## src/rtl/lfsr_fifo_pkg.sv

```systemverilog
// Shared types and defaults for the LFSR-to-FIFO sequencer.
// Holds the sequencer state encoding and fabric-clock derived constants.
package lfsr_fifo_pkg;

    typedef enum logic [1:0] {
        IDLE,
        FILL,
        WAIT_ACK,
        DRAIN
    } seq_state_t;

    localparam int CLK_HZ           = 50_000_000;
    localparam int DEF_DRAIN_PERIOD = CLK_HZ / 2;
    localparam int DEF_ACK_TIMEOUT  = 4;

endpackage

```

## src/rtl/interval_timer.sv

```systemverilog
// Loadable down-counter with a zero flag; load wins over decrement, saturates at 0.
// Latency: count and zero update one cycle after load/dec.
// Backpressure: none; dec is ignored once the count reaches zero.
module interval_timer #(
    parameter int W = 8
) (
    input  logic         clk,
    input  logic         reset_n,
    input  logic         load,
    input  logic [W-1:0] load_val,
    input  logic         dec,
    output logic         zero
);

    logic [W-1:0] count;

    always_ff @(posedge clk or negedge reset_n) begin
        if (!reset_n) begin
            count <= '0;
        end else if (load) begin
            count <= load_val;
        end else if (dec && (count != '0)) begin
            count <= count - 1'b1;
        end
    end

    assign zero = (count == '0);

endmodule

```

## src/rtl/lfsr_fifo_sequencer.sv

```systemverilog
// Sequences LFSR words into the FIFO: manual gated push/pop, or auto fill-then-drain bursts.
// Latency: every strobe and status output is registered, one cycle after its cause.
// Backpressure: one push outstanding until fifo_ack; fifo_full ends a fill, fifo_empty ends a drain.
module lfsr_fifo_sequencer
    import lfsr_fifo_pkg::*;
#(
    parameter int FIFO_DEPTH   = 16,
    parameter int FILL_COUNT   = 16,
    parameter int DRAIN_PERIOD = DEF_DRAIN_PERIOD,
    parameter int ACK_TIMEOUT  = DEF_ACK_TIMEOUT
) (
    input  logic                          clk,
    input  logic                          reset_n,
    input  logic                          auto_mode,
    input  logic                          start,
    input  logic                          manual_push,
    input  logic                          manual_pop,
    input  logic                          lfsr_valid,
    input  logic                          fifo_ack,
    input  logic                          fifo_full,
    input  logic                          fifo_empty,
    output logic                          fifo_push,
    output logic                          fifo_pop,
    output logic                          busy,
    output logic                          done,
    output logic                          error,
    output logic [$clog2(FIFO_DEPTH):0]   fill_cnt
);

    localparam int CW = $clog2(FIFO_DEPTH) + 1;
    localparam int TW = $clog2(DRAIN_PERIOD);
    localparam int AW = $clog2(ACK_TIMEOUT) + 1;
    localparam logic [CW-1:0] FILL_TARGET = CW'(FILL_COUNT);
    localparam logic [TW-1:0] RELOAD      = TW'(DRAIN_PERIOD - 1);
    localparam logic [AW-1:0] ACK_LAST    = AW'(ACK_TIMEOUT - 1);

    if ((FILL_COUNT < 1) || (FILL_COUNT > FIFO_DEPTH)) begin : g_bad_fill_count
        $error("FILL_COUNT must lie in 1..FIFO_DEPTH");
    end
    if (DRAIN_PERIOD < 2) begin : g_bad_drain_period
        $error("DRAIN_PERIOD must be at least 2");
    end

    seq_state_t    state, state_nxt;
    logic          push_nxt, pop_nxt, done_nxt, error_nxt;
    logic [CW-1:0] fill_nxt;
    logic [AW-1:0] ack_tmr, ack_tmr_nxt;
    logic          pend, pend_nxt;
    logic          tmr_load, tmr_dec, tmr_zero;

    interval_timer #(.W(TW)) u_drain_tmr (
        .clk      (clk),
        .reset_n  (reset_n),
        .load     (tmr_load),
        .load_val (RELOAD),
        .dec      (tmr_dec),
        .zero     (tmr_zero)
    );

    always_comb begin
        state_nxt   = state;
        push_nxt    = 1'b0;
        pop_nxt     = 1'b0;
        done_nxt    = 1'b0;
        error_nxt   = error;
        fill_nxt    = fill_cnt;
        ack_tmr_nxt = ack_tmr;
        pend_nxt    = pend;
        tmr_load    = 1'b0;
        tmr_dec     = 1'b0;

        // A manual push is outstanding until acked; the timeout keeps a lost ack from locking the button out.
        if (pend) begin
            if (fifo_ack || (ack_tmr == ACK_LAST)) pend_nxt = 1'b0;
            else                                    ack_tmr_nxt = ack_tmr + 1'b1;
        end

        unique case (state)
            IDLE: begin
                if (!auto_mode) begin
                    push_nxt = manual_push && lfsr_valid && !fifo_full && !(pend && !fifo_ack);
                    pop_nxt  = manual_pop && !fifo_empty;
                    if (push_nxt) begin
                        pend_nxt    = 1'b1;
                        ack_tmr_nxt = '0;
                    end
                end else if (start) begin
                    fill_nxt  = '0;
                    error_nxt = 1'b0;
                    state_nxt = FILL;
                end
            end
            FILL: begin
                if ((fill_cnt >= FILL_TARGET) || fifo_full) begin
                    tmr_load  = 1'b1;
                    state_nxt = DRAIN;
                end else if (lfsr_valid) begin
                    push_nxt    = 1'b1;
                    ack_tmr_nxt = '0;
                    state_nxt   = WAIT_ACK;
                end
            end
            WAIT_ACK: begin
                if (fifo_ack) begin
                    if (fill_cnt < FILL_TARGET) fill_nxt = fill_cnt + 1'b1;
                    state_nxt = FILL;
                end else if (ack_tmr == ACK_LAST) begin
                    error_nxt = 1'b1;
                    state_nxt = IDLE;
                end else begin
                    ack_tmr_nxt = ack_tmr + 1'b1;
                end
            end
            DRAIN: begin
                if (!tmr_zero) begin
                    tmr_dec = 1'b1;
                end else if (!fifo_empty) begin
                    pop_nxt  = 1'b1;
                    tmr_load = 1'b1;
                end else begin
                    done_nxt  = 1'b1;
                    state_nxt = IDLE;
                end
            end
            default: state_nxt = IDLE;
        endcase

        // Leaving auto mode aborts silently: no strobe, no done.
        if ((state != IDLE) && !auto_mode) begin
            state_nxt = IDLE;
            push_nxt  = 1'b0;
            pop_nxt   = 1'b0;
            done_nxt  = 1'b0;
            tmr_load  = 1'b0;
            tmr_dec   = 1'b0;
        end
    end

    always_ff @(posedge clk or negedge reset_n) begin
        if (!reset_n) begin
            state     <= IDLE;
            fifo_push <= 1'b0;
            fifo_pop  <= 1'b0;
            busy      <= 1'b0;
            done      <= 1'b0;
            error     <= 1'b0;
            fill_cnt  <= '0;
            ack_tmr   <= '0;
            pend      <= 1'b0;
        end else begin
            state     <= state_nxt;
            fifo_push <= push_nxt;
            fifo_pop  <= pop_nxt;
            busy      <= (state_nxt != IDLE);
            done      <= done_nxt;
            error     <= error_nxt;
            fill_cnt  <= fill_nxt;
            ack_tmr   <= ack_tmr_nxt;
            pend      <= pend_nxt;
        end
    end

endmodule

```

## config.mk

```make
export PLATFORM = sky130hd
export DESIGN_NAME = lfsr_fifo_sequencer
export DESIGN_NICKNAME = d
export VERILOG_FILES = /design/src/rtl/lfsr_fifo_pkg.sv /design/src/rtl/interval_timer.sv /design/src/rtl/lfsr_fifo_sequencer.sv
export SDC_FILE = /design/constraint.sdc
export NUM_CORES = 1
export LEC_CHECK = 0
export CORE_MARGIN = 2
export CORE_UTILIZATION = 52
export DETAILED_ROUTE_END_ITERATION = 8
export PLACE_DENSITY = 0.78
export SLEW_MARGIN = 10
export SYNTH_ARGS = -nofsm -noshare
export SYNTH_HDL_FRONTEND = slang
export SYNTH_SLANG_ARGS = --single-unit
```

## constraint.sdc

```tcl
create_clock -name clk -period 2.2 [get_ports clk]
set_clock_uncertainty 0.1 [all_clocks]
set_input_delay 0.44 -clock clk [delete_from_list [all_inputs] [get_ports clk]]
set_output_delay 0.44 -clock clk [all_outputs]
set_load 0.05 [all_outputs]
```

# After elaboration in Yosys (flattened, before gate mapping)
# Index checks and enable logic that the tools add are counted.
[totals] in_bits=10 ff_bits=41
[classes] n_eq_ne=10 mux=56 n_reduce_logical=23 add_sub_neg=3 magnitude_cmp=2
[ops] cell="$mux W25" n=2
[ops] cell="$mux W1" n=26
[ops] cell="$logic_not A25 Y1" n=1
[ops] cell="$reduce_bool A25 Y1" n=1
[ops] cell="$sub A25 B1 Y25 const B" n=1
[ops] cell="$mux W3" n=8
[ops] cell="$mux W5" n=4
[ops] cell="$mux W2" n=9
[ops] cell="$ne A2 B2 Y1 const B" n=6
[ops] cell="$pmux W5 S2" n=1
[ops] cell="$reduce_and A5 Y1" n=2
[ops] cell="$pmux W3 S3" n=1
[ops] cell="$pmux W1 S2" n=4
[ops] cell="$pmux W2 S4" n=1
[ops] cell="$reduce_bool A2 Y1" n=4
[ops] cell="$logic_and A1 B1 Y1" n=7
[ops] cell="$add A5 B1 Y5 const B" n=1
[ops] cell="$ge A5 B5 Y1 const B" n=1
[ops] cell="$logic_not A1 Y1" n=5
[ops] cell="$lt A5 B5 Y1 const B" n=1
[ops] cell="$eq A2 B2 Y1 const B" n=2
[ops] cell="$add A3 B1 Y3 const B" n=1
[ops] cell="$eq A3 B2 Y1 const B" n=1
[ops] cell="$eq A2 B1 Y1 const B" n=1
[ops] cell="other kinds (2)" n=3

# Logic depth before layout (Yosys ltp)
# Gate-level depths: netlist of the first run.
[depth] word_depth=7 mapped_depth=9 depth_no_buf=7

# Cells and area by module
# A second synthesis of the first run with hierarchy kept.
[unflattened] hier_cells=273 hier_area_um2=2534.9
[by_module_without_submodules] mod="interval_timer" instances=1 area_per_inst_um2=1555.2 cells_per_inst=162
[by_module_without_submodules] mod="lfsr_fifo_sequencer" instances=1 area_per_inst_um2=979.7 cells_per_inst=111

# Least setup slack after synthesis of the first run
# No wires, ideal clock.
[synth_timing] path_kind="reg-to-reg" startpoint="reg state[1]" endpoint="reg u_drain_tmr.count[10]" slack_ns=-0.126 period_less_slack_ns=2.326 path_stages_with_launch=9 t_required_ns=2.022 n_path_buf=1 arrival_time_ns=2.148 setup_time_ns=0.078 path_cell_list="dfrtp_1 inv_1 ha_1 clkbuf_1 o21a_1 nand4b_1 a21oi_1 or4b_2 a21oi_1"
[synth_between] elab_chain_len=5
[synth_rtl] element="start, declared" line="lfsr_fifo_sequencer.sv:44" text="seq_state_t state, state_nxt;"
[synth_rtl] element="start signal, assigned" line="lfsr_fifo_sequencer.sv:151" text="state <= state_nxt;"
[synth_rtl] element="$eq A2 B2 Y1 or $reduce_bool A2 Y1 (tied branches)" line="lfsr_fifo_sequencer.sv:78, lfsr_fifo_sequencer.sv:129"
[synth_rtl] element="$mux W1 or $logic_and A1 B1 Y1 (tied branches)" line="lfsr_fifo_sequencer.sv:78, lfsr_fifo_sequencer.sv:129"
[synth_rtl] element="$mux W1" line="lfsr_fifo_sequencer.sv:129" text="if ((state != IDLE) && !auto_mode) begin"
[synth_rtl] element="$logic_and A1 B1 Y1" line="interval_timer.sv:22" text="end else if (dec && (count != '0)) begin"
[synth_rtl] element="$reduce_bool A2 Y1 (no source line)"
[synth_rtl] element="end signal, assigned" line="interval_timer.sv:21" text="count <= load_val;"
[synth_rtl] element="end signal, assigned" line="interval_timer.sv:23" text="count <= count - 1'b1;"
[synth_rtl] element="end, declared" line="interval_timer.sv:15" text="logic [W-1:0] count;"
# Several ways; a longest one is shown, not always the timed one.
# A chain may end at the register's enable or synchronous reset.

# Final worst setup path of the first run
[layout_timing] startpoint="reg state[1]" endpoint="reg busy"
[layout_between] elab_chain_len=5
[layout_rtl] element="$mux W2, on equally long branches (2 in series)"
[layout_rtl] element="$pmux W2 S4" line="lfsr_fifo_sequencer.sv:78" text="unique case (state)"
[layout_rtl] element="$mux W2 (*)" line="lfsr_fifo_sequencer.sv:129"
[layout_rtl] element="$reduce_bool A2 Y1 (*)" line="lfsr_fifo_sequencer.sv:154" text="busy <= (state_nxt != IDLE);"
[layout_rtl] element="end signal, assigned" line="lfsr_fifo_sequencer.sv:154"
[layout_rtl] element="end, declared" line="lfsr_fifo_sequencer.sv:24" text="output logic busy,"
# Mark *: on every way between the ends. The rest lies on a longest branch, timed or not.

==> impl_results.md, run 1 <==
- Outcome: complete, but fails checks
- Violated checks: setup timing
- DR iter-0 viols: 260
- Reg2Reg Depth: 7
- Vias per cell: 6.480
- Max-slew headroom: 64.35%
- Antenna Cells: 0
- Critical-path maximum fanout: 11
- Clk_lat worst skew: 310 ps
- Switching power: 0.9278 mW
- First-pass GRT wire length: 10.53 mm
- Initial antenna violation count: 0
- Critical Path Slowest Stage Cell: a221oi_1
- Tcrit/Tclk final: 107.1%
- Synth Area in Simple Gates: 26.99%
- H-tree depth: 2
- WL final: 7.596 mm
- Die width: 71.76 um
- Largest net degree at the start of global routing: 42
- Placed cell count: 364
- Clock transition at path regs: 80 ps
- Final slew viol count: 0
- Commonest non-fill, non-tap cell in the layout: buf_4
- CP Buf/Inv Count: 1
- Slew at the pin with the worst max-slew slack: 534.7 ps
- DRC Markers: 0
- Crit path from: state[1]$_DFF_PN0_
- Number of flops mapped to enable cells by yosys: 0
- Synth Net Count: 267
- Syn avg cell area: 9.588 sq um
- Die area: 0.005149 sq mm
- Reg2Reg Setup Slack: -160 ps
- CP Capture Type: flip-flop
- Met3 Use GR: 3.516%
- Compound-cell area share of the yosys netlist: 17.98%
- Synth cell types: 55
- Main combinational cell family by area after synthesis: simple AND/OR/NAND/NOR gates
- Most frequent cells in the layout: 50 x buf_4, 40 x dfrtp_1, 22 x nand2_1, 18 x nor2_1, 18 x clkdlybuf4s50_1
- LEAKAGE: 1.400 nW
- Netlist Area Pre-Place: 0.002387 sq mm
- Final WS setup: -156.9 ps
- RSZ-0062 raised after global routing: yes
- Post-DP HPWL: 4.196 mm
- Final Critical Period: 2357 ps
- Gate power share: 42.3%
- R2R Path End: busy$_DFF_PN0_
- PwrDens: 712.1 mW/mm^2
- CTS tree: done
- Global routing usage on met2: 43.31%
- CTS buffer count: 5
- Post-Place Worst Slack: -172.0 ps
- Core area: 0.004384 sq mm
- Layout cells sized above 1: 37.46%
- Clock Sinks: 41
- Slowest stage delay, CP: 450 ps
- ANT nets after route: 0
- Synth warn: 0
- Reg2reg start: state[1]$_DFF_PN0_
- #FFs+latches synth: 41
- Met1 Usage GRT: 33.54%
- Fmax: 0.4243 GHz
- Max Cap Violations: 0
- Total grt overflow: 0
- Cells after synthesis: 249
- Most used flip-flop cell after synthesis: dfrtp_1
- Maximum clock path buffer count: 2
- Async S/R FF share, synth: 100.0%
- Final Hold Fails: 0
- Crit. path cell count: 7
- Routability cong.: 0.9073
- Switching share of power: 38.00%
- Adder-Cell Fraction of Synth Area: 4.193%
- Drt pass-1 iters: 7
- Peak supply drop: 435.0 uV
- Die Height: 71.76 um
- Clock Power Share: 21.4%
- Site Rows: 24
- Crit path to: busy$_DFF_PN0_
- Worst setup SP type: flip-flop
- Number of port buffers: 19
- IO Pins: 20
- WL/cell: 19.83 um
- Via Count: 2482
- CP top delay family: compound AO/OA/AOI/OAI gates
- Total global-route track usage: 25.71%
- Worst-path cell chain: buf_4 -> ha_1 -> a21oi_1 -> nand2_1 -> o21a_1 -> a221oi_1 -> nand3_1
- Multiplexer share of the synthesized area: 1.363%
- Crit path kind: flip-flop to flip-flop
- Worst EP required: 2250 ps
- Clock Tree Root: clkbuf_8
- WP data arrival: 2410 ps
- Internal power: 1.514 mW
- Flop pwr share: 36.3%
- Fin cells: 383
- Hold WC Path Type: input pin to async pin
- Final net count: 349
- Initial Utilization: 54.45%
- Area growth syn-to-layout: 43.61%
- Xor/xnor cell area share of the yosys netlist: 3.302%
- Vias in the first global route: 2300
- GRT Max-Usage Layer: met2
- Register area share after synthesis: 42.98%
- Setup-failing EPs final: 24
[worst min-delay path by stage]
stage | depth (start not counted) | to | slack, ps
after floorplan | 0 | ack_tmr[0]$_DFF_PN0_ | 40
after global placement | 2 | error$_DFFE_PN0P_ | 380
after detailed placement | 1 | ack_tmr[0]$_DFF_PN0_ | 380
after CTS | 2 | u_drain_tmr.count[7]$_DFFE_PN0P_ | 120
after global routing | 2 | u_drain_tmr.count[7]$_DFFE_PN0P_ | 140
final | 2 | u_drain_tmr.count[7]$_DFFE_PN0P_ | 80
[layer usage]
metal | vias up | share of wire, %
met1 | 1226 | 41
met5 | - | 0
met2 | 122 | 49
met4 | 0 | 4.0
met3 | 28 | 6.0
li1 | 1106 | -
[per-stage QoR]
stage / setup TNS (ps) / util [%] / hold slack (ps) / instance area, sq um / total power [mW]
floorplan: -526.2 / - / 44.41 / 2399 / 1.376
global placement: -1025 / 68.41 / 379.7 / 2999 / 1.699
detailed placement: -2241 / 68.41 / 384.8 / 2999 / 1.722
CTS: -932.3 / 71.52 / 118.8 / 3136 / 2.233
global route: -2937 / 78.20 / 144.7 / 3428 / 2.536
finish: -1613 / 78.20 / 82.10 / 3428 / 2.441
[timing repair]
| item | in CTS | in global routing |
|---|---|---|
| setup endpoints to repair | 27 | 30 |
| gates resized for setup | 11 | 49 |
| gates cloned | 0 | 4 |
| pin swaps | 0 | 21 |
| buffers inserted | 2 | 7 |
| hold buffers | 0 | 0 |
[synth_stat cells, types with 3 or more instances]
cell type / number / share of area, %
a21oi_1: 13 / 2.7
or4_4: 4 / 1.9
a31oi_1: 4 / 1.0
a21boi_0: 3 / 0.94
dfrtp_1: 41 / 43
ha_1: 8 / 4.2
nand2b_1: 3 / 0.79
nor4_1: 6 / 1.6
o41ai_1: 3 / 1.1
xnor2_1: 8 / 2.9
or2_2: 4 / 1.0
nand2_1: 24 / 3.8
or4_1: 6 / 1.9
nor2_1: 19 / 3.0
a22o_1: 4 / 1.5
inv_1: 11 / 1.7
o31ai_1: 4 / 1.3
nand3_1: 10 / 2.1
clkbuf_1: 3 / 0.47
nor3_1: 3 / 0.63
or3_1: 8 / 2.1
o21ai_0: 15 / 3.1
nor2b_1: 4 / 1.0
[layout make-up]
type                            count  area, sq um
Sequential cell                    41         1027
Inverter                           11        41.29
Tap cell                           52        65.06
Fill cell                         262        955.9
Timing Repair Buffer               78        670.6
Clock buffer                        7        86.33
Multi-Input combinational cell    194         1538
[power by group through the flow]
stage	Sequential, mW	Clock (mW)	Combinational [mW]
final	0.886	0.522	1.03
after detailed placement	0.892	0	0.830
after CTS	0.876	0.515	0.842
after floorplan	0.966	0	0.410
after global placement	0.888	0	0.811
after global routing	0.892	0.541	1.10
[logic make-up (layout without fill, tap and decap cells)]
family	Yosys count	after routing
xor+xnor	9	9
flops	41	41
buf+inv	17	96
mux	3	3
compound gates	64	67
simple gates	107	107
fa+ha+maj	8	8
[sequential cells by signal, summed over array words and instances, names as in the netlist]
name / flops
ack_tmr: 3
busy: 1
done: 1
error: 1
fifo_pop: 1
fifo_push: 1
fill_cnt: 5
pend: 1
state: 2
u_drain_tmr.count: 25
Note: power is estimated with default switching activity, not from simulation.
==> inputs of run 2 (changes only) <==
- ABC_AREA: default -> 0
==> results of run 2 <==
No change in the layout: final DEF, timing and power equal those of run 1.
==> RTL edit 1, RTL diff (settings of run 1) <==
Add an input register stage for `auto_mode`, without a reset; this delays it by one clock. The other inputs are not delayed to match.
--- a/src/rtl/lfsr_fifo_sequencer.sv
+++ b/src/rtl/lfsr_fifo_sequencer.sv
@@ -35,2 +35,8 @@
     localparam logic [AW-1:0] ACK_LAST    = AW'(ACK_TIMEOUT - 1);
+
+    logic auto_mode_q;
+
+    always_ff @(posedge clk) begin
+        auto_mode_q <= auto_mode;
+    end
 
@@ -79,3 +85,3 @@
             IDLE: begin
-                if (!auto_mode) begin
+                if (!auto_mode_q) begin
                     push_nxt = manual_push && lfsr_valid && !fifo_full && !(pend && !fifo_ack);
@@ -128,3 +134,3 @@
         // Leaving auto mode aborts silently: no strobe, no done.
-        if ((state != IDLE) && !auto_mode) begin
+        if ((state != IDLE) && !auto_mode_q) begin
             state_nxt = IDLE;
Function: changed (Yosys sat finds a counterexample within 4 cycles, from zero or initial values and one cycle with reset_n low).
==> RTL edit 1 against run 1 <==
  * The run still ends with setup timing left
  * Synthesized area up 1.9%
  * Total power up 13%
  * Non-clock buffer count up 3
  * Wire length up 1.9%
  * Sequential cell count up 1
  * Clock power down 6.3%
  * Sequential power up 7.7%
  * Design area up 2.3%
  * Setup slack worse by 0.28 ns
  * Critical path type unchanged
==> RTL edit 1: results (changes against run 1) <==
Yosys
  • Post-Synth XOR/XNOR Area: 0.02881 (was 0.03302)
  • Adder-Cell Fraction of Synth Area: 0.04115 (was 0.04193)
  • Largest cells by area after synthesis: dfrtp_1 (42%), or4_1 (6.2%), ha_1 (4.1%), a21oi_1 (3.7%), nand3_1 (3.1%) (was dfrtp_1 (43%), ha_1 (4.2%), nand2_1 (3.8%), o21ai_0 (3.1%), nor2_1 (3.0%))
  • Post-synthesis compound-gate area fraction: 0.1914 (was 0.1798)
  • Seq/Total Area, Yosys: 0.4300 (was 0.4298)

Timing
  • Setup violators final: 29 (was 24)
  • Worst setup margin: -0.4338 ns (was -0.1569 ns)
  • Setup tns final: -7.905 ns (was -1.613 ns)

Worst setup path
  • Crit Path Max Fanout: 7 (was 11)
  • Critical path data arrival time: 2.77 ns (was 2.41 ns)
  • Worst path max stage delay: 0.55 ns (was 0.45 ns)

Routing
  • Routed wire length: 7741 µm (was 7596 µm)
  • Routed wire length on met2: 3671 µm (was 3747 µm)
  • M1 WL: 3259 µm (was 3090 µm)
  • 1st-pass router iterations: 5 (was 7)
  • Initial detailed-routing violation count: 197 (was 260)
  • WL met3: 624 µm (was 457 µm)
  • Routed length per instance: 19.45 µm (was 19.83 µm)

Outcome
  • Run status: complete, but fails checks (unchanged)
  • Failing checks: setup timing (unchanged)

Placement
  • Placed inst area: 0.003073 mm² (was 0.002999 mm²)
  • Placed Cells: 373 (was 364)
  • RePlAce Congestion: 0.8400 (was 0.9073)

GRT
  • Total GRT Usage: 0.2842 (was 0.2571)
  • Met1 usage: 0.3973 (was 0.3354)

Clock network
  • Clock latency on the worst-skew pair: 0.29 ns (was 0.31 ns)
  • Cts repair resizes: 13 (was 11)
  • Post-CTS setup buffers: 3 (was 2)

Pwr
  • Worst ir drop on vdd: 0.6544 mV (was 0.4350 mV)
  • Leakage: 1.355 nW (was 1.400 nW)

Worst hold path
  • Hold Crit Class: flop to flop (was input pin to async pin)
## RTL edit 1: changes by cell type in the layout (fill, tap and decap cells not counted), sizes merged, moves of 3 or more
cell   delta
or4      +11
nand2     -6
o31ai     +5
a21o      -4
a21oi     +4
nand3     +3
nand4     +3
## RTL edit 1: power groups by stage
| stage | clock network, mW | logic, mW | registers, mW |
|---|---|---|---|
| after floorplan | 0 | 0.607 | 1.08 |
| after global placement | 0 | 1.07 | 0.960 |
| after detailed placement | 0 | 1.11 | 0.966 |
| after CTS | 0.487 | 1.19 | 0.952 |
| after global routing | 0.523 | 1.41 | 0.969 |
| final | 0.489 | 1.32 | 0.954 |
## RTL edit 1: layout make-up
class,count,area [µm²]
multi-input combinational,205,1539
inverter,10,37.54
sequential,42,1046
clock buffer,8,80.08
timing repair buffer,81,740.7
tap,52,65.06
fill,282,935.9
## RTL edit 1: critical path, delay by kind of cell (launching register included)
| family | cells | cell delay (ns) |
|---|---|---|
| simple gates | 4 | 1.97 |
| flops | 1 | 0.39 |
| compound gates | 1 | 0.12 |
## RTL edit 1: cells by family after synthesis
| logic type | Yosys count |
|---|---|
| AO/OA/AOI/OAI | 69 |
| flip-flops | 42 |
| XOR/XNOR | 8 |
| adder cells (fa/ha/maj) | 8 |
| AND/OR/NAND/NOR | 117 |
| buffers and inverters | 23 |
## RTL edit 1: path summary, 6_finish.rpt
path,start,end,depth (start not counted)
worst max-delay path,u_drain_tmr.count[8],u_drain_tmr.count[15],5
worst min-delay path,ack_tmr[1],ack_tmr[1],1
worst max register to register,u_drain_tmr.count[8],u_drain_tmr.count[15],5
worst min register to register,ack_tmr[1],ack_tmr[1],1
max in group asynchronous,reset_n,fill_cnt[3],3
min in group asynchronous,reset_n,u_drain_tmr.count[16],2
==> RTL edit 2, RTL diff (settings of run 1) <==
Without the edit above. Set the parameter `FIFO_DEPTH` to 32 (it was 16).
--- a/src/rtl/lfsr_fifo_sequencer.sv
+++ b/src/rtl/lfsr_fifo_sequencer.sv
@@ -6,3 +6,3 @@
 #(
-    parameter int FIFO_DEPTH   = 16,
+    parameter int FIFO_DEPTH   = 32,
     parameter int FILL_COUNT   = 16,
Ports: changed (resized fill_cnt); port bits go from 20 to 21. No check against the original RTL was run, so the function may have changed too.
==> RTL edit 2 against run 1 <==
  * The run still ends with setup timing left
  * Final cell count is 5.2% higher
  * Sequential share of layout area is 0.55 points higher
  * Largest power group is now sequential cells
  * Setup slack better by 0.15 ns
  * Sequential cell count is 1 higher
  * Wire length is 12% lower
  * Largest cell class unchanged
  * Design area is 0.47% higher
  * Synthesized area is 3.8% higher
  * Synthesized cell count is 9.6% higher
  * Total power is 1.3% higher
==> RTL edit 2: results (changes against run 1) <==
Pwr
  • Worst ir drop on vdd: 0.7173 mV (was 0.4350 mV)
  • P_seq: 0.877 mW (was 0.886 mW)
  • Leakage: 1.417 nW (was 1.400 nW)
  • Combinational power: 0.850 mW (was 1.03 mW)

Yosys
  • Seq/Total Area, Yosys: 0.4242 (was 0.4298)
  • Cell variety after synth: 58 (was 55)
  • Syn nets: 291 (was 267)
  • Synth cell count leaders: dfrtp_1 (42), nor2_1 (23), o21ai_0 (22) (was dfrtp_1 (41), nand2_1 (24), nor2_1 (19))

Finish
  • Layout net count: 366 (was 349)
  • Largest regs: u_drain_tmr.count x25, fill_cnt x6, ack_tmr x3 (was u_drain_tmr.count x25, fill_cnt x5, ack_tmr x3)

Outcome
  • Run status: complete, but fails checks (unchanged)
  • Failing checks: setup timing (unchanged)

GRT
  • Global-route track usage on met3: 0.04972 (was 0.03516)
  • Vias in the first global route: 2418 (was 2300)
  • Total GRT Usage: 0.2707 (was 0.2571)
  • M2 GR Usage: 0.4675 (was 0.4331)

Routing
  • Routed wire length: 6721 µm (was 7596 µm)
  • WL met3: 271 µm (was 457 µm)
  • Routed wire length on met2: 3397 µm (was 3747 µm)
  • Via count: 2471 (was 2482)
  • Initial detailed-routing violation count: 151 (was 260)

Timing
  • Setup tns final: -0.007133 ns (was -1.613 ns)
  • Worst setup margin: -0.007133 ns (was -0.1569 ns)
  • Final hold slack: 0.09842 ns (was 0.08210 ns)
  • Setup violators final: 1 (was 24)

Worst setup path
  • Critical-path top delay cell: or4_4 (was a221oi_1)
  • CP Capture Point: u_drain_tmr.count[21] (was busy)

Clock network
  • Cts repair resizes: 3 (was 11)

Placement
  • Final HPWL DP: 4770 µm (was 4196 µm)
  • Placed inst area: 0.003169 mm² (was 0.002999 mm²)
  • I/O Buffers: 20 (was 19)
RTL edit 2: logic make-up after synthesis:
logic type	count (synthesis)	synth area share
AND/OR/NAND/NOR	124	0.2874
AO/OA/AOI/OAI	71	0.1854
flip-flops	42	0.4242
buffers and inverters	23	0.04445
adder cells (fa/ha/maj)	8	0.04041
XOR/XNOR	4	0.01414
multiplexers	1	0.004041
RTL edit 2: cell type report:
cell class | instances | area (µm²)
repair buffers | 80 | 686.9
inverters | 11 | 41.29
flip-flops and latches | 42 | 1051
well taps | 54 | 67.56
multi-input cells | 208 | 1460
clock buffers | 5 | 68.82
clock inverters | 3 | 68.82
fillers | 350 | 1216
RTL edit 2: per-stage QoR:
stage	total power, mW	setup slack, ns	cells	utilization
global placement	1.656	-0.2956	389	0.6800
global route	2.607	-0.08074	403	0.7391
finish	2.473	-0.007133	403	0.7391
floorplan	1.327	-0.1053	273	-
detailed placement	1.680	-0.3353	389	0.6800
CTS	2.438	0.001629	397	0.7122
